[src/rtl/pc_pkg.sv]
// Shared definitions for the PC generation unit.
//   pcsrc_t : next-PC source select encoding
//   PC_STEP : sequential instruction stride in bytes
package pc_pkg;

  typedef enum logic [1:0] {
    PC_INC  = 2'b00,
    PC_BR   = 2'b01,
    PC_JALR = 2'b10,
    PC_RET  = 2'b11
  } pcsrc_t;

  localparam int unsigned PC_STEP = 4;

endpackage

[src/rtl/pc_gen_ras_stack.sv]
// Circular return-address stack with saturating occupancy count.
// Ports:
//   clk, rst        : clock, synchronous active-high reset (clears pointer/count)
//   push            : write data at the slot above top, advance pointer
//   pop             : drop top entry
//   replace         : overwrite top entry in place (pointer/count unchanged)
//   data            : value for push/replace
//   top             : current top entry (valid when !empty)
//   empty, full     : decoded from the registered count
// When full, a push overwrites the oldest entry; the count stays at DEPTH.
module ras_stack
  import pc_pkg::*;
#(
  parameter int unsigned WIDTH = 32,
  parameter int unsigned DEPTH = 4
) (
  input  logic             clk,
  input  logic             rst,
  input  logic             push,
  input  logic             pop,
  input  logic             replace,
  input  logic [WIDTH-1:0] data,
  output logic [WIDTH-1:0] top,
  output logic             empty,
  output logic             full
);

  localparam int unsigned PW = $clog2(DEPTH);
  localparam int unsigned CW = $clog2(DEPTH + 1);

  logic [WIDTH-1:0] mem [DEPTH];
  logic [PW-1:0]    ptr;      // next free slot; top lives at ptr-1
  logic [PW-1:0]    top_idx;
  logic [CW-1:0]    count;

  assign top_idx = ptr - PW'(1);
  assign top     = mem[top_idx];
  assign empty   = (count == CW'(0));
  assign full    = (count == CW'(DEPTH));

  // Pointer and occupancy
  always_ff @(posedge clk) begin
    if (rst) begin
      ptr   <= '0;
      count <= '0;
    end else if (push) begin
      ptr <= ptr + PW'(1);
      if (!full) count <= count + CW'(1);
    end else if (pop) begin
      ptr   <= ptr - PW'(1);
      count <= count - CW'(1);
    end
  end

  // Entry storage; contents are don't-care after reset
  always_ff @(posedge clk) begin
    if (!rst) begin
      if (push)         mem[ptr]     <= data;
      else if (replace) mem[top_idx] <= data;
    end
  end

endmodule

[src/rtl/pc_gen.sv]
// PC generation unit: PC register, target selection (sequential, branch,
// jalr, predicted return) and return-address stack management.
// Ports:
//   clk, rst      : clock, synchronous active-high reset (priority over en)
//   en            : 1 advances the PC, 0 holds all state
//   PCsrc         : 00 inc, 01 branch, 10 jalr, 11 return
//   ImmOp         : sign-extended immediate
//   rs1_val       : register operand for jalr/return
//   is_call       : instruction links; pushes PC+4 (ignored with PCsrc=00)
//   PC            : current PC (registered)
//   ras_empty     : RAS holds no entries
//   ras_full      : RAS holds RAS_DEPTH entries
//   ret_mismatch  : one-cycle pulse, predicted return differed from jalr target
//   trap          : one-cycle pulse, misaligned target redirected to TRAP_VEC
// Optional feature macro: MISALIGN_TRAP_EN (misaligned-target trap).
module pc_gen
  import pc_pkg::*;
#(
  parameter int unsigned     WIDTH     = 32,
  parameter logic [WIDTH-1:0] RESET_PC = '0,
  parameter int unsigned     RAS_DEPTH = 4,
  parameter logic [WIDTH-1:0] TRAP_VEC = WIDTH'(32'h0000_0010)
) (
  input  logic             clk,
  input  logic             rst,
  input  logic             en,
  input  logic [1:0]       PCsrc,
  input  logic [WIDTH-1:0] ImmOp,
  input  logic [WIDTH-1:0] rs1_val,
  input  logic             is_call,
  output logic [WIDTH-1:0] PC,
  output logic             ras_empty,
  output logic             ras_full,
  output logic             ret_mismatch,
  output logic             trap
);

  pcsrc_t           src;
  logic [WIDTH-1:0] inc_t, br_t, jr_sum, jr_t, target, pc_next, ras_top;
  logic             misaligned, use_ras;
  logic             push, pop, replace, mismatch_next;

  assign src    = pcsrc_t'(PCsrc);
  assign inc_t  = PC + WIDTH'(PC_STEP);
  assign br_t   = PC + ImmOp;
  assign jr_sum = rs1_val + ImmOp;
  assign jr_t   = {jr_sum[WIDTH-1:1], 1'b0};

  // Return prediction is only available when the stack holds something
  assign use_ras = (src == PC_RET) && !ras_empty;

  always_comb begin
    target = inc_t;
    case (src)
      PC_INC:  target = inc_t;
      PC_BR:   target = br_t;
      PC_JALR: target = jr_t;
      PC_RET:  target = use_ras ? ras_top : jr_t;
      default: target = inc_t;
    endcase
  end

`ifdef MISALIGN_TRAP_EN
  assign misaligned = (src != PC_INC) && (target[1:0] != 2'b00);
  assign pc_next    = misaligned ? TRAP_VEC : target;
`else
  logic unused_trap_vec;
  assign unused_trap_vec = ^TRAP_VEC;
  assign misaligned      = 1'b0;
  assign pc_next         = target;
`endif

  // Stack operations; a linking return on a non-empty stack swaps the top
  always_comb begin
    push          = 1'b0;
    pop           = 1'b0;
    replace       = 1'b0;
    mismatch_next = 1'b0;
    if (en && !misaligned) begin
      if (src == PC_RET && use_ras) begin
        mismatch_next = (ras_top != jr_t);
        replace       = is_call;
        pop           = !is_call;
      end else if (src != PC_INC) begin
        push = is_call;
      end
    end
  end

  always_ff @(posedge clk) begin
    if (rst) begin
      PC           <= RESET_PC;
      ret_mismatch <= 1'b0;
      trap         <= 1'b0;
    end else begin
      if (en) PC <= pc_next;
      ret_mismatch <= mismatch_next;
      trap         <= en && misaligned;
    end
  end

  ras_stack #(
    .WIDTH (WIDTH),
    .DEPTH (RAS_DEPTH)
  ) u_ras (
    .clk     (clk),
    .rst     (rst),
    .push    (push),
    .pop     (pop),
    .replace (replace),
    .data    (inc_t),
    .top     (ras_top),
    .empty   (ras_empty),
    .full    (ras_full)
  );

endmodule
[config.mk]
export PLATFORM = sky130hd
export DESIGN_NAME = pc_gen
export DESIGN_NICKNAME = d
export VERILOG_FILES = /design/src/rtl/pc_pkg.sv /design/src/rtl/pc_gen_ras_stack.sv /design/src/rtl/pc_gen.sv
export SDC_FILE = /design/constraint.sdc
export NUM_CORES = 1
export LEC_CHECK = 0
export BUFFER_PORTS_ARGS = -buffer_cell sky130_fd_sc_hd__buf_4
export CAP_MARGIN = 20
export CORE_MARGIN = 2
export CORE_UTILIZATION = 37
export CTS_CLUSTER_SIZE = 40
export DETAILED_ROUTE_END_ITERATION = 16
export HOLD_SLACK_MARGIN = 0.08
export PLACE_DENSITY_LB_ADDON = 0.12
export SLEW_MARGIN = 15
export SYNTH_ARGS = -nofsm -noshare
export SYNTH_HDL_FRONTEND = slang
export SYNTH_SLANG_ARGS = --single-unit
[constraint.sdc]
create_clock -name clk -period 6.8 [get_ports clk]
set_input_delay 0.34 -clock clk [delete_from_list [all_inputs] [get_ports clk]]
set_output_delay 0.34 -clock clk [all_outputs]
set_load 0.01 [all_outputs]
# Yosys cells after proc, flatten, opt, wreduce, memory -nomap -nowiden

Memory sizes are Yosys's and may differ from the RTL's.
Cells that the tools add are included.

Add/sub/neg operators: 7
Equality and inequality tests: 6
Muxes and demuxes: 24
Bitwise operators: 2
Reductions and logical operators: 11

Operators by type and width:

| kind                                                                | number |
|---|---|
| 32-bit one-hot mux with 4 select lines                              | 1 |
| 32-bit adder                                                        | 2 |
| 32-bit 2-to-1 mux                                                   | 2 |
| 32-bit by 3-bit adder with 32-bit output (second input constant)    | 1 |
| 32-bit != test                                                      | 1 |
| 32-bit OR reduction                                                 | 1 |
| 1-bit 2-to-1 mux                                                    | 15 |
| 3-bit 2-to-1 mux                                                    | 3 |
| 2-bit 2-to-1 mux                                                    | 3 |
| 2-bit == test (second input constant)                               | 2 |
| 2-bit nonzero test                                                  | 2 |
| 3-bit by 1-bit adder with 3-bit output (second input constant)      | 1 |
| 3-bit == test (second input constant)                               | 1 |
| 3-bit logical NOT                                                   | 1 |
| 3-bit OR reduction                                                  | 1 |
| 3-bit by 1-bit subtractor with 3-bit output (second input constant) | 1 |
| 2-bit by 1-bit adder with 2-bit output (second input constant)      | 1 |
| 2-bit by 1-bit == test with 1-bit output (second input constant)    | 1 |
| 1-bit logical AND                                                   | 2 |
| 1-bit logical NOT                                                   | 2 |
| 2-bit logical NOT                                                   | 1 |
| 2-bit != test (second input constant)                               | 1 |
| 1-bit NOT                                                           | 2 |
| 2-bit AND reduction                                                 | 1 |
| 2-bit by 1-bit subtractor with 2-bit output (second input constant) | 1 |

Register bits: 38
RAM bits: 128
Bits of input ports: 70
Output and inout port bits: 36
Logic and storage cells: 55
Memories kept: 1

Memory list:

| name      | depth | bits a word | read ports | clocked after memory_dff | wr ports | RTL line               | source |
|---|---|---|---|---|---|---|---|
| u_ras.mem | 4     | 32          | 1          | 0                        | 1        | pc_gen_ras_stack.sv:31 | `logic [WIDTH-1:0] mem [DEPTH];` |

# Logic depth before layout (Yosys ltp)

Depth after elaboration: 12
Mapped depth: 13
Depth with buffers taken out: 13

# By module

A second synthesis with hierarchy kept.

Cells, all modules: 1,168
Area total of the unflattened synthesis: 11,728.7 um^2

Modules (own cells, without submodules):

| module    | times used | cells each | area each (um^2) | seq. area each (um^2) |
|---|---|---|---|---|
| pc_gen    | 1          | 956        | 6,740.2          | 660.6 |
| ras_stack | 1          | 212        | 4,988.5          | 3,943.8 |

# Worst setup path before layout

No wires, ideal clock.

Path kind: reg2reg
Start: register u_ras.count[0]
End: memory u_ras.mem[1][0] (enable)
Setup time: 0.466 ns
Data arrival time: 4.003 ns
Data required time: 6.334 ns
Path slack: 2.331 ns
Stages on the path, launching flop included: 10
Buffers on the path: 0
Clock period less this slack: 4.469 ns
Cell sequence: dfxtp_1 or3_1 inv_1 nor2_1 nand2_1 and3_1 nand2_1 nor2_1 nand2_1 o21ai_0

Longest elaborated chain between the ends: 12
Elaborated cells between the ends (all ways): 18
Those cells by class: 13 x mux; 5 x reduce/logical

RTL lines:

| item                                                                  | RTL line               | source |
|---|---|---|
| start, declared                                                       | pc_gen_ras_stack.sv:34 | `logic [CW-1:0] count;` |
| start signal, assigned                                                | pc_gen_ras_stack.sv:48 | `if (!full) count <= count + CW'(1);` |
| start signal, assigned                                                | pc_gen_ras_stack.sv:51 | `count <= count - CW'(1);` |
| 3-bit logical NOT (*)                                                 | pc_gen_ras_stack.sv:38 | `assign empty = (count == CW'(0));` |
| named net ras_empty                                                   | pc_gen.sv:32           | `output logic ras_empty,` |
| 1-bit logical NOT (*)                                                 | pc_gen.sv:50           | `assign use_ras = (src == PC_RET) && !ras_empty;` |
| 1-bit logical AND (*)                                                 | pc_gen.sv:50           |  |
| 1-bit logical AND (*)                                                 | pc_gen.sv:80           | `if (src == PC_RET && use_ras) begin` |
| 1-bit 2-to-1 mux                                                      | pc_gen.sv:80           |  |
| 1-bit 2-to-1 mux                                                      | pc_gen.sv:79           | `if (en && !misaligned) begin` |
| 1-bit 2-to-1 mux                                                      | pc_gen_ras_stack.sv:59 | `else if (replace) mem[top_idx] <= data;` |
| 1-bit 2-to-1 mux                                                      | pc_gen_ras_stack.sv:58 | `if (push) mem[ptr] <= data;` |
| 1-bit 2-to-1 mux                                                      | pc_gen_ras_stack.sv:57 | `if (!rst) begin` |
| 1-bit 2-to-1 mux (implied by the code)                                | pc_gen_ras_stack.sv:59 |  |
| 32-bit OR reduction (no source line)                                  | n/a                    |  |
| 2-bit 2-to-1 mux (no source line) or 1-bit 2-to-1 mux (tied branches) | n/a                    |  |
| end, declared                                                         | pc_gen_ras_stack.sv:31 |  |

Mark *: on every way through the listed nets, which the timed path passes. The rest lies on a longest branch.

# Worst setup path in the final report

Start: register u_ras.ptr[0]
End: register ret_mismatch

Longest elaborated chain between the ends: 3

RTL lines:

| item                                        | RTL line               | source |
|---|---|---|
| start, declared                             | pc_gen_ras_stack.sv:32 | `logic [PW-1:0] ptr;` |
| start signal, assigned                      | pc_gen_ras_stack.sv:47 | `ptr <= ptr + PW'(1);` |
| start signal, assigned                      | pc_gen_ras_stack.sv:50 | `ptr <= ptr - PW'(1);` |
| 2-bit by 1-bit subtractor with 2-bit output | pc_gen_ras_stack.sv:36 | `assign top_idx = ptr - PW'(1);` |
| memory 4 x 32 bit                           | n/a                    |  |
| 32-bit != test                              | pc_gen.sv:81           | `mismatch_next = (ras_top != jr_t);` |
| end signal, assigned                        | pc_gen.sv:97           | `ret_mismatch <= mismatch_next;` |
| end, declared                               | pc_gen.sv:34           | `output logic ret_mismatch,` |

No other way between the ends.
A chain may end at the register's enable or synchronous reset.

==> results.ini <==
[global_route]
antenna_found_initial=0
grt_pass1_vias=9093
overflow=0
grt_max_degree=49
grt_pass1_wl_mm=55.6
gr-usage-all-layers_pct=22.3

[synthesis]
yosys_warnings=0
synth_top_family_by_area=compound AO/OA/AOI/OAI gates
synthArstFlopShare_pct=0
post_synth_and_or_nand_nor_area_fraction_pct=13.5
synth_compound_gate_area_share_pct=20.3
synth_area_mm2=0.0116
yosysUniqueCellTypes=86
yosys.area_share.adder_pct=7.19
syn-num-nets=1268
synth_area_per_cell_um2=10.3
synthCells=1133
synth_edf_count=128
synth_top_cell_area_share_pct=33.1
synth_xor_area_share_pct=9.57
seq_area_frac_synth_pct=39.6
synth_top_cell_by_area=edfxtp_1
synth_ff_type=edfxtp_1
ys_seq_elements=166
synth_area_leaders=edfxtp_1 (33%), ha_1 (6.7%), dfxtp_1 (6.5%)
synthMuxAreaShare_pct=7.03

[placement]
gp_congestion=0.898
place_hpwl_mm=28.4
portBuffers=104

[timing]
clock_skew_ns=0.0115
fin_crit_sh_pct=59.7
final_max_slew_viol_count=0
rsz0062_at_grt=false
final_hold_viol_count=0
min_period_ns=4.06
setup_viol=0
tightest_slew_ns=1.08
final.setup.tns_ns=0
maxSlewHeadroom_pct=27.9
fmaxAchievable_ghz=0.246

[critical_path]
crit_family=simple AND/OR/NAND/NOR gates
cp_num_buf_inv=1
crit_path_frequent_cell=nand4_1
worstPathArrival_ns=4.36
cp.required_ns=7.10
worstReg2RegStart=u_ras.ptr[0]
endpoint_kind=register
cp-start-kind=register
criticalPathCategory=register to register
slowest_stage=dfxtp_2
path_cells=buf_4 -> mux4_2 -> xnor2_1 -> nor3_1 -> nand4_1 -> a2111oi_2 -> nand4_1 -> a2111oi_2 -> nand4_1 -> nor3b_1 -> nor3_1
critPathMaxFanout=26
crit_start=u_ras.ptr[0]
critPathMaxStageDelay_ns=0.86

[floorplan]
fp.dieH_um=181
initial_utilization_pct=37.8
die_w_um=181
rows=64
dieArea_mm2=0.0328
ioPinCount=106
coreArea_mm2=0.0307

[run_status]
status=completed

[finish]
layout_common_cells=edfxtp_1 (128), buf_4 (110), nand2_1 (99), a21oi_1 (86), nor2_1 (81)
num-fill-cells=2984
final_common_cell=edfxtp_1
drive_above_1_share_pct=16.4
num_antenna_cells=0
syn2layout_area_growth_pct=14.5
nNetsFinal=1345

[drt]
route.met3.wl_mm=1.77
drt_first_iter_violations=1080
first_pass_iters=5
dr_wl_met2_mm=16.3
avgViaCountPerCell=5.87
num_vias=9495
wirelength_mm=36.6
antenna_left=0
top_layer_used=met4
wl_per_cell_um=22.6
drt-met1-wl_mm=17.9
route.detailed.drc=0

[clocking]
cts_max_path_buffers=2
cts_setup_buffers=0
cts_resized=0
hold_buffers=0
numCtsBuffers=17
worstSkewPairLatency_ns=0.42
cts_tree=built
cts_max_level=4
cts_root_buffer=clkbuf_16
clkSinkCount=166
cts.clk_slew.worst_paths_ns=0.07

[power_and_ir_drop]
power.total_uw=3080
p_per_area_mw_per_mm2=231
cellLeakagePower_uw=0.00516
ir_drop_uv=156

[flow_run]
maxCapViolCount=0

[min_path]
hold_class=input pin to register
min_from=rst

## per-stage QoR
stage / cells / utilization, % / hold slack [ns] / instance area [µm²] / setup WS, ns
2_1_floorplan: 1133 / - / 0.462 / 11600 / 2.33
5_1_grt: 1618 / 43.3 / 0.344 / 13300 / 2.36
4_1_cts: 1618 / 43.3 / 0.329 / 13300 / 2.64
3_5_place_dp: 1587 / 41.5 / 0.490 / 12800 / 2.68
3_3_place_gp: 1587 / 41.5 / 0.480 / 12800 / 2.73
6_report: 1618 / 43.3 / 0.346 / 13300 / 2.74
## area by class of cell
type | count | area, µm² | area share (%)
multi-input cells | 891 | 6730 | 50.6
flip-flops and latches | 166 | 4610 | 34.6
repair buffers | 110 | 826 | 6.20
well taps | 396 | 495 | 3.72
clock buffers | 18 | 429 | 3.22
clock inverters | 13 | 131 | 0.987
inverters | 24 | 90.1 | 0.677
## cells by family (layout without fill, tap and decap cells)
family                   Yosys count  count (layout)
other                              1               1
flip-flops                       166             166
XOR/XNOR                         111             111
AND/OR/NAND/NOR                  333             333
AO/OA/AOI/OAI                    341             341
adder cells (fa/ha/maj)           65              65
buffers and inverters             76             165
multiplexers                      40              40
## cell usage after synthesis (all sizes together) (7+ instances only)
library cell / instances
nand2b: 10
mux4: 32
o211ai: 17
nand2: 99
inv: 23
edfxtp: 128
o22ai: 12
clkbuf: 34
a31oi: 7
ha: 62
o21a: 9
nor2b: 10
nor2: 82
buf: 18
xnor3: 8
a21o: 38
nand3: 41
a211oi: 21
dfxtp: 38
or3: 8
o21bai: 10
nand4: 12
a221oi: 9
and3: 18
xnor2: 58
o21ai: 59
nor3: 23
xor2: 44
a21oi: 88
and2: 13
## registers in the layout, indices dropped and copies added, names as in the netlist
register,count
u_ras.mem,128
u_ras.ptr,2
PC,32
u_ras.count,3
ret_mismatch,1
## power by group
| group | switching [µW] | internal (µW) |
|---|---|---|
| sequential | 69.6 | 1140 |
| clock | 388 | 537 |
| combinational | 555 | 386 |
| total | 1010 | 2070 |
## per-layer routing
layer  GRT usage [%]  vias to the layer above
met2            34.8                      300
met5               0                        -
li1                -                     4496
met3            2.72                       32
met1            33.2                     4667
met4            4.91                        0
## worst paths after layout
path,to,slack (ns),cells past startpoint
max reg2reg,ret_mismatch,2.74,11
max,ret_mismatch,2.74,11
min reg2reg,u_ras.count[2],0.50,2
min,u_ras.ptr[0],0.35,2
No activity file was read; power rests on OpenSTA's default activity.
